==> src/rtl/rect_drag_ctl_if.sv <==
// rect_drag_ctl_if
// Bundles the signals between the mouse/timing side and the rectangle
// drag controller.
//   vblnk        vertical blank from the timing chain
//   mouse_xpos   mouse x, already in the pclk domain
//   mouse_ypos   mouse y, already in the pclk domain
//   mouse_left   left button, already in the pclk domain
//   xpos, ypos   registered rectangle top-left corner
//   dragging     high while the rectangle is being dragged
//   frame_tick   one-pclk pulse marking the start of vertical blank
// master: drives the mouse/timing inputs and observes the position.
// slave:  the controller itself.
interface rect_drag_ctl_if;
  logic        vblnk;
  logic [11:0] mouse_xpos;
  logic [11:0] mouse_ypos;
  logic        mouse_left;
  logic [11:0] xpos;
  logic [11:0] ypos;
  logic        dragging;
  logic        frame_tick;

  modport master (
    output vblnk, mouse_xpos, mouse_ypos, mouse_left,
    input  xpos, ypos, dragging, frame_tick
  );

  modport slave (
    input  vblnk, mouse_xpos, mouse_ypos, mouse_left,
    output xpos, ypos, dragging, frame_tick
  );
endinterface

==> src/rtl/rect_drag_ctl.sv <==
// rect_drag_ctl
// Frame-synchronous drag-and-drop controller for the rectangle drawing
// stage. Once per frame, at the rising edge of vblnk, it decides where the
// rectangle is drawn, so the drawn position never changes mid-frame.
// Ports:
//   pclk  pixel clock, sole clock
//   rst   synchronous, active-low reset
//   bus   rect_drag_ctl_if.slave: vblnk and mouse inputs in,
//         xpos/ypos/dragging/frame_tick out (all registered)
module rect_drag_ctl #(
  parameter int RECT_W   = 48,
  parameter int RECT_H   = 64,
  parameter int SCREEN_W = 800,
  parameter int SCREEN_H = 600,
  parameter int INIT_X   = 376,
  parameter int INIT_Y   = 268
) (
  input logic            pclk,
  input logic            rst,
  rect_drag_ctl_if.slave bus
);

  localparam logic [11:0] MAX_X  = 12'(SCREEN_W - RECT_W);
  localparam logic [11:0] MAX_Y  = 12'(SCREEN_H - RECT_H);
  localparam logic [12:0] W13    = 13'(RECT_W);
  localparam logic [12:0] H13    = 13'(RECT_H);

  typedef enum logic [1:0] {
    IDLE  = 2'd0,
    ARMED = 2'd1,
    DRAG  = 2'd2
  } state_t;

  state_t      state, state_nxt;
  logic        vblnk_d;
  logic        tick;
  logic        hit;
  logic [11:0] xpos_q, ypos_q, offx_q, offy_q;
  logic [11:0] xpos_nxt, ypos_nxt, offx_nxt, offy_nxt;
  logic        dragging_q, frame_tick_q;
  logic signed [12:0] tgt_x, tgt_y;

  // A target is never above 4095, so once the sign bit is clear the
  // low 12 bits can be compared unsigned against the limit.
  function automatic logic [11:0] clamp(input logic signed [12:0] t,
                                        input logic [11:0] hi);
    if (t[12])
      return 12'd0;
    else if (t[11:0] > hi)
      return hi;
    else
      return t[11:0];
  endfunction

  assign tick = bus.vblnk & ~vblnk_d;

  // Hit test done in 13 bits so xpos+RECT_W cannot wrap; right and
  // bottom edges are exclusive.
  assign hit = ({1'b0, bus.mouse_xpos} >= {1'b0, xpos_q}) &
               ({1'b0, bus.mouse_xpos} <  ({1'b0, xpos_q} + W13)) &
               ({1'b0, bus.mouse_ypos} >= {1'b0, ypos_q}) &
               ({1'b0, bus.mouse_ypos} <  ({1'b0, ypos_q} + H13));

  assign tgt_x = $signed({1'b0, bus.mouse_xpos}) - $signed({1'b0, offx_q});
  assign tgt_y = $signed({1'b0, bus.mouse_ypos}) - $signed({1'b0, offy_q});

  // Next-state logic; nothing moves except on the frame tick. A press
  // that starts off the rectangle parks in ARMED until released.
  always_comb begin
    state_nxt = state;
    xpos_nxt  = xpos_q;
    ypos_nxt  = ypos_q;
    offx_nxt  = offx_q;
    offy_nxt  = offy_q;
    if (tick) begin
      case (state)
        IDLE: begin
          if (bus.mouse_left) begin
            if (hit) begin
              state_nxt = DRAG;
              offx_nxt  = bus.mouse_xpos - xpos_q;
              offy_nxt  = bus.mouse_ypos - ypos_q;
            end else begin
              state_nxt = ARMED;
            end
          end
        end
        ARMED: begin
          if (!bus.mouse_left)
            state_nxt = IDLE;
        end
        DRAG: begin
          if (bus.mouse_left) begin
            xpos_nxt = clamp(tgt_x, MAX_X);
            ypos_nxt = clamp(tgt_y, MAX_Y);
          end else begin
            state_nxt = IDLE;
          end
        end
        default: state_nxt = IDLE;
      endcase
    end
  end

  // vblnk_d resets high so a vblnk already asserted at reset release
  // does not produce a tick.
  always_ff @(posedge pclk) begin
    if (!rst) begin
      state        <= IDLE;
      vblnk_d      <= 1'b1;
      xpos_q       <= 12'(INIT_X);
      ypos_q       <= 12'(INIT_Y);
      offx_q       <= 12'd0;
      offy_q       <= 12'd0;
      dragging_q   <= 1'b0;
      frame_tick_q <= 1'b0;
    end else begin
      state        <= state_nxt;
      vblnk_d      <= bus.vblnk;
      xpos_q       <= xpos_nxt;
      ypos_q       <= ypos_nxt;
      offx_q       <= offx_nxt;
      offy_q       <= offy_nxt;
      dragging_q   <= (state_nxt == DRAG);
      frame_tick_q <= tick;
    end
  end

  assign bus.xpos       = xpos_q;
  assign bus.ypos       = ypos_q;
  assign bus.dragging   = dragging_q;
  assign bus.frame_tick = frame_tick_q;

endmodule

==> src/flat_wrapper.sv <==
// flat-port wrapper written by rule: the top's interface ports become plain ports
module rect_drag_ctl_flat 
#(
  parameter int RECT_W   = 48,
  parameter int RECT_H   = 64,
  parameter int SCREEN_W = 800,
  parameter int SCREEN_H = 600,
  parameter int INIT_X   = 376,
  parameter int INIT_Y   = 268
)
  (pclk, rst, bus_vblnk, bus_mouse_xpos, bus_mouse_ypos, bus_mouse_left, bus_xpos, bus_ypos, bus_dragging, bus_frame_tick);
  rect_drag_ctl_if bus_i ();
  input logic pclk;
  input logic rst;
  input wire logic [$bits(bus_i.vblnk)-1:0] bus_vblnk;
  input wire logic [$bits(bus_i.mouse_xpos)-1:0] bus_mouse_xpos;
  input wire logic [$bits(bus_i.mouse_ypos)-1:0] bus_mouse_ypos;
  input wire logic [$bits(bus_i.mouse_left)-1:0] bus_mouse_left;
  output wire logic [$bits(bus_i.xpos)-1:0] bus_xpos;
  output wire logic [$bits(bus_i.ypos)-1:0] bus_ypos;
  output wire logic [$bits(bus_i.dragging)-1:0] bus_dragging;
  output wire logic [$bits(bus_i.frame_tick)-1:0] bus_frame_tick;
  assign bus_i.vblnk = bus_vblnk;
  assign bus_i.mouse_xpos = bus_mouse_xpos;
  assign bus_i.mouse_ypos = bus_mouse_ypos;
  assign bus_i.mouse_left = bus_mouse_left;
  assign bus_xpos = bus_i.xpos;
  assign bus_ypos = bus_i.ypos;
  assign bus_dragging = bus_i.dragging;
  assign bus_frame_tick = bus_i.frame_tick;
  rect_drag_ctl #(.RECT_W(RECT_W), .RECT_H(RECT_H), .SCREEN_W(SCREEN_W), .SCREEN_H(SCREEN_H), .INIT_X(INIT_X), .INIT_Y(INIT_Y)) u_core (.pclk(pclk), .rst(rst), .bus(bus_i));
endmodule
==> config.mk <==
export PLATFORM = sky130hd
export DESIGN_NAME = rect_drag_ctl_flat
export DESIGN_NICKNAME = d
export VERILOG_FILES = /design/src/rtl/rect_drag_ctl_if.sv /design/src/rtl/rect_drag_ctl.sv /design/src/flat_wrapper.sv
export SDC_FILE = /design/constraint.sdc
export NUM_CORES = 1
export LEC_CHECK = 0
export CAP_MARGIN = 15
export CORE_MARGIN = 1.5
export CORE_UTILIZATION = 40
export DETAILED_ROUTE_END_ITERATION = 10
export MAX_ROUTING_LAYER = met4
export PLACE_DENSITY = 0.61
export RECOVER_POWER = 50
export SYNTH_ARGS = -nofsm -noshare
export SYNTH_HDL_FRONTEND = slang
export SYNTH_SLANG_ARGS = --single-unit
==> constraint.sdc <==
create_clock -name pclk -period 5.38 [get_ports pclk]
set_input_delay 1.614 -clock pclk [delete_from_list [all_inputs] [get_ports pclk]]
set_output_delay 1.614 -clock pclk [all_outputs]
set_load 0.01 [all_outputs]
==> results, run 1 <==
- The count of unresolved DRC violations after routing is 0.
- The finished layout holds around 860 standard cells, fillers aside.
- Of the total synthesized cell area, the portion taken by XOR and XNOR cells is 0.06046.
- The cell area that synthesis handed to floorplanning was approximately 0.0051 mm2.
- Dividing the detail-routed via count by the number of cells gives approximately 5.9.
- At the worst endpoint, the required time is 5640 ps.
- The share of power burned in the clock network is 0.381.
- The analysis attributes to net switching a power of about 0.32 mW.
- The slowest library cell on the worst path is clkdlybuf4s50_1.
- The placeable core region is 0.01221 mm2.
- Static timing analysis puts the maximum clock frequency at about 210 MHz.
- The initial antenna violation count came to 0.
- The number of gates resized after CTS was 0.
- The congestion estimate from routability-driven global placement came to ~0.9.
- The total congestion overflow after global routing is 0.
- The combinational family with the most area after synthesis is compound AO/OA/AOI/OAI gates.
- The worst max-slew margin expressed relative to the limit is -0.1230.
- Of the total power, combinational logic draws 0.239.
- The number of synthesized flops with an enable pin is 0.
- The clock passes through at most 2 buffers.
- The share of power burned in registers is 0.379.
- The count of hold-fix buffers inserted at cts is 0.
- The count of endpoints failing setup in the final report is 0.
- The final number of hold-violating endpoints is 0.
- In the global route stage, overall resource usage came out at 0.2402.
- The largest clock skew in the final design is 13.17 ps.
- The clock tree root driver cell is clkbuf_16.
- The horizontal extent of the die is approximately 120 um.
- The leakage power total is about 2.4 nW.
- Entering global routing, the biggest net connects 35 pins.
- Across all layers, the routed design uses about 5000 vias.
- For the worst setup path, the data arrival time is 4990 ps.
- The time the final worst path needs with I/O delays and setup is approximately 4700 ps.
- The maximum VDD drop is about 0.13 mV.
- The share of synthesized cell area in full adder, half adder and majority cells is 0.1811.
- Across all hold checks on the routed design, the worst slack comes to between 400 and 500 ps.
- The flow ran to the end, but the final reports show violations.
- The H-tree was split into 2 levels.
- Synthesis produced a netlist with a net count of 735.
- In the synthesized netlist the async set-or-reset flop fraction comes to 0.
- The highest fanout seen on the critical path is 12.
- The measured slew at the worst slew-check pin is 1684 ps.
- In the synthesized netlist, the number of instances is around 640.
- Of the cells placed in the final design, the portion with a size suffix greater than 1 is 0.05225.
- Across the run, the number of max-cap violations was 1.
- The CTS clock-pin slew for the worst setup and hold paths is around 80 ps.
- The fraction of synthesized area in multiplexers is 0.005923.
- Setup repair after global routing left no endpoint under its margin.
- By area the synthesized netlist is led by dfxtp_1 (21%), ha_1 (17%), inv_1 (5.3%).
- After detailed placement, the design holds a cell count of between 800 and 900.
- Of the total power, the share spent switching nets is 0.3086.
- The synthesized-area fraction occupied by and/or/nand/nor cells is 0.1604.
- For this block, the routed nets add up to 15.29 mm of wire.
- The synthesized netlist contains 66 unique library cells.
- The detail route stage leaves a number of antenna-violating nets equal to 0.
- The register bit count reported by yosys is 53.
- The sequential share of the synthesized area is 0.2093.
- The repair_antennas step left the layout with diodes totalling 0.
- The internal power contribution is ~0.7 mW.
- Counting instances in the post-synthesis netlist gives the leading cell types as inv_1 (72), ha_1 (67), dfxtp_1 (53).
- The count of standard-cell rows is 40.
- The number of clock buffers added by TritonCTS is 5.
- Each instance of the synthesized netlist takes up on average about 8 um2.
- The post-route total power is 1.038 mW.
- The count of boundary I/O pins is 54.
- Power spread over the standard cell area amounts to 173.6 mW/mm2.
- The cell type contributing the most total cell area after synthesis is dfxtp_1.
- inv_1 is the most common cell in the netlist.
- The critical setup path kind is in2reg.
- During synthesis, Yosys emitted a total of 0 warnings.
- The layout has roughly 1300 filler cells.
- The final-layout setup total negative slack is 0 ps.
- The class of the worst hold path is reg2reg.
- In this design, the stage delay of the slowest critical-path cell is 580 ps.
- The ratio of final minimum period to clock period is 0.8801.
- For this run, the leading register cell type out of synthesis is dfxtp_1.
- Once detailed placement completed, the half-perimeter wirelength came to approximately 12 mm.
- The sort of element at the start of the critical path is a primary input.
- The compound-cell area share of the yosys netlist came to 0.3115.
- For this run, the post-layout net count is roughly 790.
- The growth of design area from synthesis to finish is 17.99%.
- At the end of the flow the core is filled with cells to 0.4899.
- The clock latency on the worst-skew pair is 310 ps.
- The die height is around 120 um.
- The clock tree from TritonCTS is done.
- For this configuration, the core starts out at a cell density of 0.4152.
- The endpoint type of the worst setup path is a flop.
- The signal on the critical path passes through clkdlybuf4s50_1 -> ha_1 -> nor2b_1 -> o31a_1 -> or4_1 -> a221oi_2 -> o2111ai_1 -> nor2_1 -> buf_4 -> a31o_2.
- The area of the die is between 0.01 and 0.015 mm2.
- CTS saw 53 sinks.
- The checks that failed: max-capacitance violations, max-slew violations.
- The wire length of the first global-routing pass is roughly 24 mm.
- The number of max-slew violations in the final report was 35.
- The buffers inserted during post-CTS setup optimization is 0.
- The first detailed-routing pass took 9 iterations.
- Input and output buffers added on the ports amount to 53.
- After the first detailed-routing iteration, the DRC count stood at around 330.
- Dividing the detail-routed wire length by the instance count gives 17.84 um.
- The area share of the largest cell type after synthesis is 0.2093.
- The number of global-route vias before repair is about 4700.
[layout by cell type, fill, tap and decap left out, types with 6 or more instances in the layout]
cell,count
a211oi_1,14
a21o_1,15
a21oi_1,41
a31o_2,7
a31oi_1,7
and3_1,9
buf_4,9
clkdlybuf4s50_1,23
dfxtp_1,53
dlygate4sd3_1,30
ha_1,67
inv_1,72
nand2_1,39
nand3_1,15
nand4_1,9
nor2_1,34
nor2b_1,10
nor3_1,20
o2111ai_1,9
o211ai_1,13
o21a_1,12
o21ai_0,37
o31ai_1,11
o41ai_1,6
xnor2_1,24
xor2_1,11
[power groups by stage]
stage | Sequential, mW | Clock [mW] | Combinational [mW]
final | 0.394 | 0.396 | 0.249
after global routing | 0.394 | 0.418 | 0.275
after CTS | 0.394 | 0.404 | 0.246
after detailed placement | 0.403 | 0 | 0.244
after global placement | 0.403 | 0 | 0.242
after floorplan | 0.403 | 0 | 0.165
[cells by family after synthesis]
logic type | after synthesis
xor gates and xnor gates | 35
adders and majority gates | 71
AOI/OAI and AO/OA | 219
and+or+nand+nor | 162
DFF | 53
muxes | 3
buffers and inverters | 93
[stage by stage]
stage	cell area [um2]	setup slack [ps]
after floorplan	5070	1409
after CTS	5997	723.8
after global routing	5982	362.8
after global placement	5822	522.6
after detailed placement	5822	412.1
final	5982	645.1
[final cells by class]
type                            instances  area [um2]  area share
Timing Repair Buffer                   66       613.1      0.1025
Clock buffer                            5       125.1     0.02092
Multi-Input combinational cell        490        3652      0.6105
Sequential cell                        53        1061      0.1774
Inverter                               72       270.3     0.04518
Tap cell                              168       210.2     0.03514
Clock inverter                          3       50.05    0.008366
[routing by layer]
metal	track usage	routed length [um]	vias up
met4	0.04691	143	0
met2	0.3519	6523	132
met5	-	0	-
met3	0.05858	976	12
li1	-	-	2474
met1	0.3363	7643	2403
[worst max-delay path, delay by kind of cell]
kind | cells | cell delay [ps]
compound gates | 4 | 1400
simple gates | 3 | 910
buf+inv | 2 | 780
fa+ha+maj | 1 | 280
[flip-flops by register name, summed over array words and instances (netlist names)]
name	flops
u_core.bus.frame_tick	1
u_core.offy_q	12
u_core.offx_q	12
u_core.state	2
u_core.bus.ypos	12
u_core.bus.dragging	1
u_core.vblnk_d	1
u_core.bus.xpos	12
[final timing paths]
kind	from	end	slack (ps)	depth (start not counted)
worst max register to register	u_core.bus.ypos[8]	u_core.state[1]	1740	12
worst min register to register	u_core.bus.ypos[5]	u_core.bus.ypos[5]	480	2
worst max-delay path	bus_mouse_ypos[1]	u_core.state[1]	650	10
worst min-delay path	u_core.bus.ypos[5]	u_core.bus.ypos[5]	480	2
Power figures use the tool's default switching activity.
==> run 2, diff against run 1 <==
--- a/config.mk
+++ b/config.mk
@@ -12,6 +12,7 @@
 export MAX_ROUTING_LAYER = met4
 export PLACE_DENSITY = 0.61
 export RECOVER_POWER = 50
+export SLEW_MARGIN = 20
 export SYNTH_ARGS = -nofsm -noshare
 export SYNTH_HDL_FRONTEND = slang
 export SYNTH_SLANG_ARGS = --single-unit
==> results of run 2 <==
Final layout, timing and power as in run 1 (identical DEF).
